===== src/rtl/llsc_reservation_ctrl.sv =====
// LL/SC reservation tracker for the MEM stage: holds the link flag, linked granule and
// link lifetime timer, and resolves SC success combinationally in the cycle it commits.
//
//  state    | meaning
//  ---------+----------------------------------------------------------
//  S_IDLE   | no reservation held; any SC fails; timer parked at 0
//  S_LINKED | reservation held on link_addr_q's granule; timer running
module llsc_reservation_ctrl #(
    parameter int GRAN_LOG2    = 2,
    parameter int LINK_TIMEOUT = 1024,
    parameter int CNT_W        = 16
) (
    input  logic        clk,
    input  logic        rst,
    input  logic        flush,
    input  logic        eret_i,
    input  logic        stall_i,
    input  logic        mem_ll_i,
    input  logic        mem_sc_i,
    input  logic [31:0] mem_addr_i,
    input  logic        snoop_we_i,
    input  logic [31:0] snoop_addr_i,
    output logic        sc_pass_o,
    output logic        sc_store_en_o,
    output logic [31:0] sc_result_o,
    output logic        llbit_o,
    output logic [31:0] link_addr_o
);

    typedef enum logic {
        S_IDLE   = 1'b0,
        S_LINKED = 1'b1
    } state_t;

    localparam logic [31:0]      GRAN_MASK  = ~((32'd1 << GRAN_LOG2) - 32'd1);
    localparam bit               TIMEOUT_EN = (LINK_TIMEOUT != 0);
    localparam logic [CNT_W-1:0] TMO_LOAD   = CNT_W'(LINK_TIMEOUT - 1);

    state_t           state_q, state_d;
    logic [31:0]      link_addr_q, link_addr_d;
    logic [CNT_W-1:0] cnt_q, cnt_d;

    logic linked;
    logic ll_go;
    logic sc_go;
    logic snoop_hit;
    logic snoop_ll;
    logic sc_addr_match;
    logic timed_out;

    // The timer counts down from LINK_TIMEOUT-1 after arming; reaching zero in LINKED
    // means the reservation has been held for exactly LINK_TIMEOUT cycles.
    always_comb begin
        linked        = (state_q == S_LINKED);
        ll_go         = mem_ll_i & ~stall_i & ~flush;
        sc_go         = mem_sc_i & ~stall_i & ~flush;
        snoop_hit     = snoop_we_i & linked &
                        ((snoop_addr_i & GRAN_MASK) == (link_addr_q & GRAN_MASK));
        snoop_ll      = snoop_we_i &
                        ((snoop_addr_i & GRAN_MASK) == (mem_addr_i & GRAN_MASK));
        sc_addr_match = ((mem_addr_i & GRAN_MASK) == (link_addr_q & GRAN_MASK));
        timed_out     = linked & TIMEOUT_EN & (cnt_q == '0);

        sc_pass_o     = sc_go & linked & ~snoop_hit & sc_addr_match;
        sc_store_en_o = sc_pass_o;
        sc_result_o   = {31'b0, sc_pass_o};
        llbit_o       = linked;
        link_addr_o   = link_addr_q;
    end

    always_comb begin
        state_d     = state_q;
        link_addr_d = link_addr_q;
        cnt_d       = cnt_q;

        if (flush) begin
            state_d = S_IDLE;
        end else if (eret_i && !stall_i) begin
            state_d = S_IDLE;
        end else if (ll_go && !snoop_ll) begin
            state_d     = S_LINKED;
            link_addr_d = mem_addr_i & GRAN_MASK;
            cnt_d       = TIMEOUT_EN ? TMO_LOAD : '0;
        end else if (ll_go) begin
            state_d = S_IDLE;
        end else if (sc_go) begin
            state_d = S_IDLE;
        end else if (snoop_hit) begin
            state_d = S_IDLE;
        end else if (timed_out) begin
            state_d = S_IDLE;
        end else if (linked && TIMEOUT_EN) begin
            cnt_d = cnt_q - CNT_W'(1);
        end

        // Link address survives a drop; only the timer is parked.
        if (state_d == S_IDLE) begin
            cnt_d = '0;
        end
    end

    always_ff @(posedge clk) begin
        if (rst) begin
            state_q     <= S_IDLE;
            link_addr_q <= '0;
            cnt_q       <= '0;
        end else begin
            state_q     <= state_d;
            link_addr_q <= link_addr_d;
            cnt_q       <= cnt_d;
        end
    end

endmodule


===== config.mk =====
export PLATFORM = sky130hd
export DESIGN_NAME = llsc_reservation_ctrl
export DESIGN_NICKNAME = d
export VERILOG_FILES = /design/src/rtl/llsc_reservation_ctrl.sv
export SDC_FILE = /design/constraint.sdc
export NUM_CORES = 1
export LEC_CHECK = 0
export CAP_MARGIN = 20
export CELL_PAD_IN_SITES_DETAIL_PLACEMENT = 1
export CELL_PAD_IN_SITES_GLOBAL_PLACEMENT = 2
export CORE_ASPECT_RATIO = 1.25
export CORE_MARGIN = 4
export CORE_UTILIZATION = 26
export DETAILED_ROUTE_END_ITERATION = 10
export GPL_TIMING_DRIVEN = 0
export PLACE_DENSITY_LB_ADDON = 0.1
export SLEW_MARGIN = 20
export SYNTH_ARGS = -nofsm -noshare
export SYNTH_HDL_FRONTEND = slang
export SYNTH_SLANG_ARGS = --single-unit
export TNS_END_PERCENT = 5

===== constraint.sdc =====
create_clock -name clk -period 4 [get_ports clk]
set_input_delay 0.6 -clock clk [delete_from_list [all_inputs] [get_ports clk]]
set_output_delay 0.6 -clock clk [all_outputs]
set_load 0.01 [all_outputs]

Yosys cells after proc, flatten, opt, wreduce, memory -nomap -nowiden:

Cells that the tools add are included.

* $add $sub $neg: 1
* bitwise operators: 16
* reductions and logical operators: 9
* equal/unequal tests: 7
* muxes and demuxes: 13

Operators by type and width (count)
* $mux 16: 6
* $eq 30x30->1: 3
* $logic_not 16->1: 1
* $sub 16x1->16 const B: 1
* $and 1x1->1: 11
* $ne 2x1->1 const B: 4
* $mux 1: 7
* $reduce_and 7->1: 1
* $not 1->1: 5
* $reduce_and 3->1: 1
* $logic_and 1x1->1: 2
* $logic_not 1->1: 2
* $reduce_bool 2->1: 1
* $reduce_or 2->1: 1

* logic and storage cells: 49
* input bits: 72
* flip-flop bits (word level): 47
* output and inout port bits: 67

Logic depth before layout (Yosys ltp):

* word-level depth: 11
* depth in mapped cells: 9
* gate-level depth less buffers: 8

Worst setup path before layout:

No wires, ideal clock.

* kind: input -> output
* start point: input flush
* end point: output sc_result_o[0]
* stages: 6
* buffers on the path: 1
* setup slack: 1.536 ns
* arrival: 1.864 ns
* data required time: 3.400 ns
* cell sequence: nor2_1 nand3_1 nor4_1 nand4_1 nor4_1 buf_4

* cells in the longest elaborated chain, start to end: 5

RTL lines
* from (decl): line 15 `input logic flush,`
* $not 1->1 (no line)
* $and 1x1->1: line 56 `sc_go = mem_sc_i & ~stall_i & ~flush;`
* $and 1x1->1 (3 in a row): line 64 `sc_pass_o = sc_go & linked & ~snoop_hit & sc_addr_match;`
* to (decl): line 25 `output logic [31:0] sc_result_o,`

No other way between the ends.

Worst setup path after layout:

* start point: input snoop_addr_i[3]
* end point: output sc_store_en_o

* cells in the longest elaborated chain, start to end: 5

RTL lines
* from (decl): line 22 `input logic [31:0] snoop_addr_i,`
* $eq 30x30->1: line 58 `((snoop_addr_i & GRAN_MASK) == (link_addr_q & GRAN_MASK));`
* $and 1x1->1: line 57 `snoop_hit = snoop_we_i & linked &`
* $not 1->1: line 64
* $and 1x1->1 (2 in a row): line 64
* to (decl): line 24 `output logic sc_store_en_o,`

No other way between the ends.

==> flow_summary.json <==
{
  "first_iter_violations": 56,
  "ctsHoldBuffers": 0,
  "finalSetupTns_ns": 0,
  "postSynthAreaPerCell_um2": 9.03,
  "ios": 139,
  "wl_per_cell_um": 16.8,
  "hpwl_um": 9190,
  "worstPathArrival_ns": 3.16,
  "slew_headroom_pct": 48.7,
  "min_path_type": "reg2reg",
  "yosysSeqAreaShare_pct": 29.4,
  "fillCellCount": 1445,
  "crit_path_max_incr_delay_ns": 0.47,
  "die_y_um": 132,
  "drtAntennaViolNets": 0,
  "min_period_ns": 3.76,
  "fmax_mhz": 266,
  "maxCapViolations": 0,
  "drt_wl_total_um": 11100,
  "clk_latency_ns": 0.30,
  "drive_gt1_share_pct": 10.7,
  "grt_remaining_overflow": 0,
  "leakage_nw": 1.85,
  "synth_top_cell_by_area": "dfxtp_1",
  "rows": 45,
  "start_util_pct": 26.5,
  "fin_worst_skew_ns": 0.00911,
  "htree_levels": 2,
  "avgViaCountPerCell": 4.34,
  "ys_seq_elements": 47,
  "path_max_fanout": 3,
  "powerDensity_nw_per_um2": 261,
  "grt_pass1_vias": 3168,
  "synthCells": 355,
  "via_count": 2863,
  "endpoint_kind": "output pin",
  "drt_pass1_iterations": 4,
  "synth_flop_cell": "dfxtp_1",
  "status": "finished clean",
  "cp.required_ns": 3.40,
  "grt_max_degree": 15,
  "final-setup-viol-count": 0,
  "dieArea_um2": 14200,
  "drc": 0,
  "synth_top_cells_by_area": "dfxtp_1 (29%), xnor2_1 (17%), xor2_1 (9.8%), mux2i_1 (9.7%), buf_4 (8.2%)",
  "ys_warn_count": 0,
  "cts_buffers": 5,
  "drv_slew": 0,
  "grt_antenna_before_repair": 0,
  "port_buffers": 101,
  "rsz0062_at_grt": "no",
  "worst_slew_pin_slew_ns": 0.769,
  "clk_pin_slew_ns": 0.07,
  "crit_path_cell_trace": "clkdlybuf4s50_1, xor2_1, nor4_1, nand4_1, o41ai_4, nor4_1, buf_4, clkdlybuf4s50_1",
  "synthArstFlopShare_pct": 0,
  "finalCritPeriodShare_pct": 94.1,
  "vdd_drop_max_uv": 147,
  "final-hold-violation-count": 0,
  "ys_types": 38,
  "diodes": 0,
  "track_usage_pct": 15.9,
  "areaGrowthSynthToFinish_pct": 47.1,
  "gp_congestion": 0.772,
  "nets": 569,
  "cts_tree": "built",
  "synth_top_area_share_pct": 29.4,
  "netlist_area_um2": 3200,
  "clockBufferDepth": 2,
  "critical_path_class": "in2out",
  "cts_sinks": 47,
  "cpMaxStageDelayCell": "clkdlybuf4s50_1",
  "synth_edf_count": 0,
  "die_x_um": 107,
  "core_um2": 12100,
  "yosys.cell_count.top_type": "xnor2_1",
  "power_w": 0.00123,
  "cp-start-kind": "primary input",
  "cts-root-buf": "clkbuf_16",
  "synth_common_cells": "xnor2_1 (64), dfxtp_1 (47), nor2_1 (38)",
  "grt_pass1_wl_um": 17100
}
==> per-layer routing <==
layer	track usage [%]	share of wire (%)
met1	17.0	38
met2	29.9	55
met3	4.41	5.3
met4	4.41	1.6
met5	0	0
==> registers in the layout, summed over array words and instances (netlist names) <==
register,flops
cnt_q,16
link_addr_o,30
llbit_o,1
==> placed cells by master, fill, tap and decap left out, types with 3 or more instances in the layout <==
cell type,instances
nor2_1,38
xor2_1,36
buf_4,35
clkdlybuf4s50_1,101
conb_1,33
clkbuf_16,5
dfxtp_1,47
inv_1,4
nand3_1,3
nand4_1,16
a21oi_1,16
xnor2_1,64
buf_6,4
nand2b_1,5
clkbuf_1,4
mux2i_1,31
nand2_1,8
nor4_1,15
==> path summary, 6_finish.rpt <==
| path | slack, ns | start | cells after the start | end |
|---|---|---|---|---|
| setup reg to reg | 1.48 | link_addr_o[28] | 8 | cnt_q[2] |
| hold reg to reg | 0.53 | cnt_q[7] | 2 | cnt_q[7] |
| setup / recovery | 0.24 | snoop_addr_i[3] | 8 | sc_store_en_o |
| hold / removal | 0.53 | cnt_q[7] | 2 | cnt_q[7] |
==> power by group <==
group          switching (W)  internal, W  total [W]
Clock               0.000194     0.000266   0.000460
Sequential        0.00000971     0.000475   0.000485
Combinational       0.000131     0.000155   0.000286
Total               0.000335     0.000896    0.00123
==> critical path: cells and delay by family <==
family                 cells  cell delay (ns)
AO/OA/AOI/OAI              1             0.45
XOR/XNOR                   1             0.17
AND/OR/NAND/NOR            3             0.87
buffers and inverters      3             1.08
==> kinds of logic after synthesis <==
kind of cell               Yosys count  share of synthesized area [%]
buffers and inverters               48                           10.7
muxes                               31                           9.68
xor gates and xnor gates           100                           27.3
other                                1                          0.117
AOI/OAI and AO/OA                   31                           6.64
adders and majority gates            2                          0.781
DFF                                 47                           29.4
and+or+nand+nor                     95                           15.4
==> repair_timing <==
action,4_1_cts,5_1_grt
gates resized for setup,0,1
endpoints found under the setup margin,0,2
buffers inserted,0,0
==> final cells by class <==
cell class | count | area, um^2 | area share [%]
multi-input combinational | 292 | 2050 | 43.5
timing repair buffer | 101 | 1010 | 21.5
sequential | 47 | 941 | 20.0
buffer | 44 | 328 | 6.96
tap | 164 | 205 | 4.35
clock buffer | 7 | 153 | 3.24
inverter | 4 | 15.0 | 0.319
clock inverter | 1 | 7.51 | 0.159
==> metrics by stage <==
stage          util, %  setup WS, ns  cells  hold slack (ns)  cell area, um^2
2_1_floorplan        -          1.54    387            0.491             3320
3_3_place_gp      37.5         0.119    652            0.528             4540
3_5_place_dp      37.5         0.106    652            0.525             4540
4_1_cts           38.8        0.0947    660            0.537             4700
5_1_grt           38.9        0.0478    660            0.573             4710
6_report          38.9         0.237    660            0.530             4710
No activity file was read; power rests on OpenSTA's default activity.
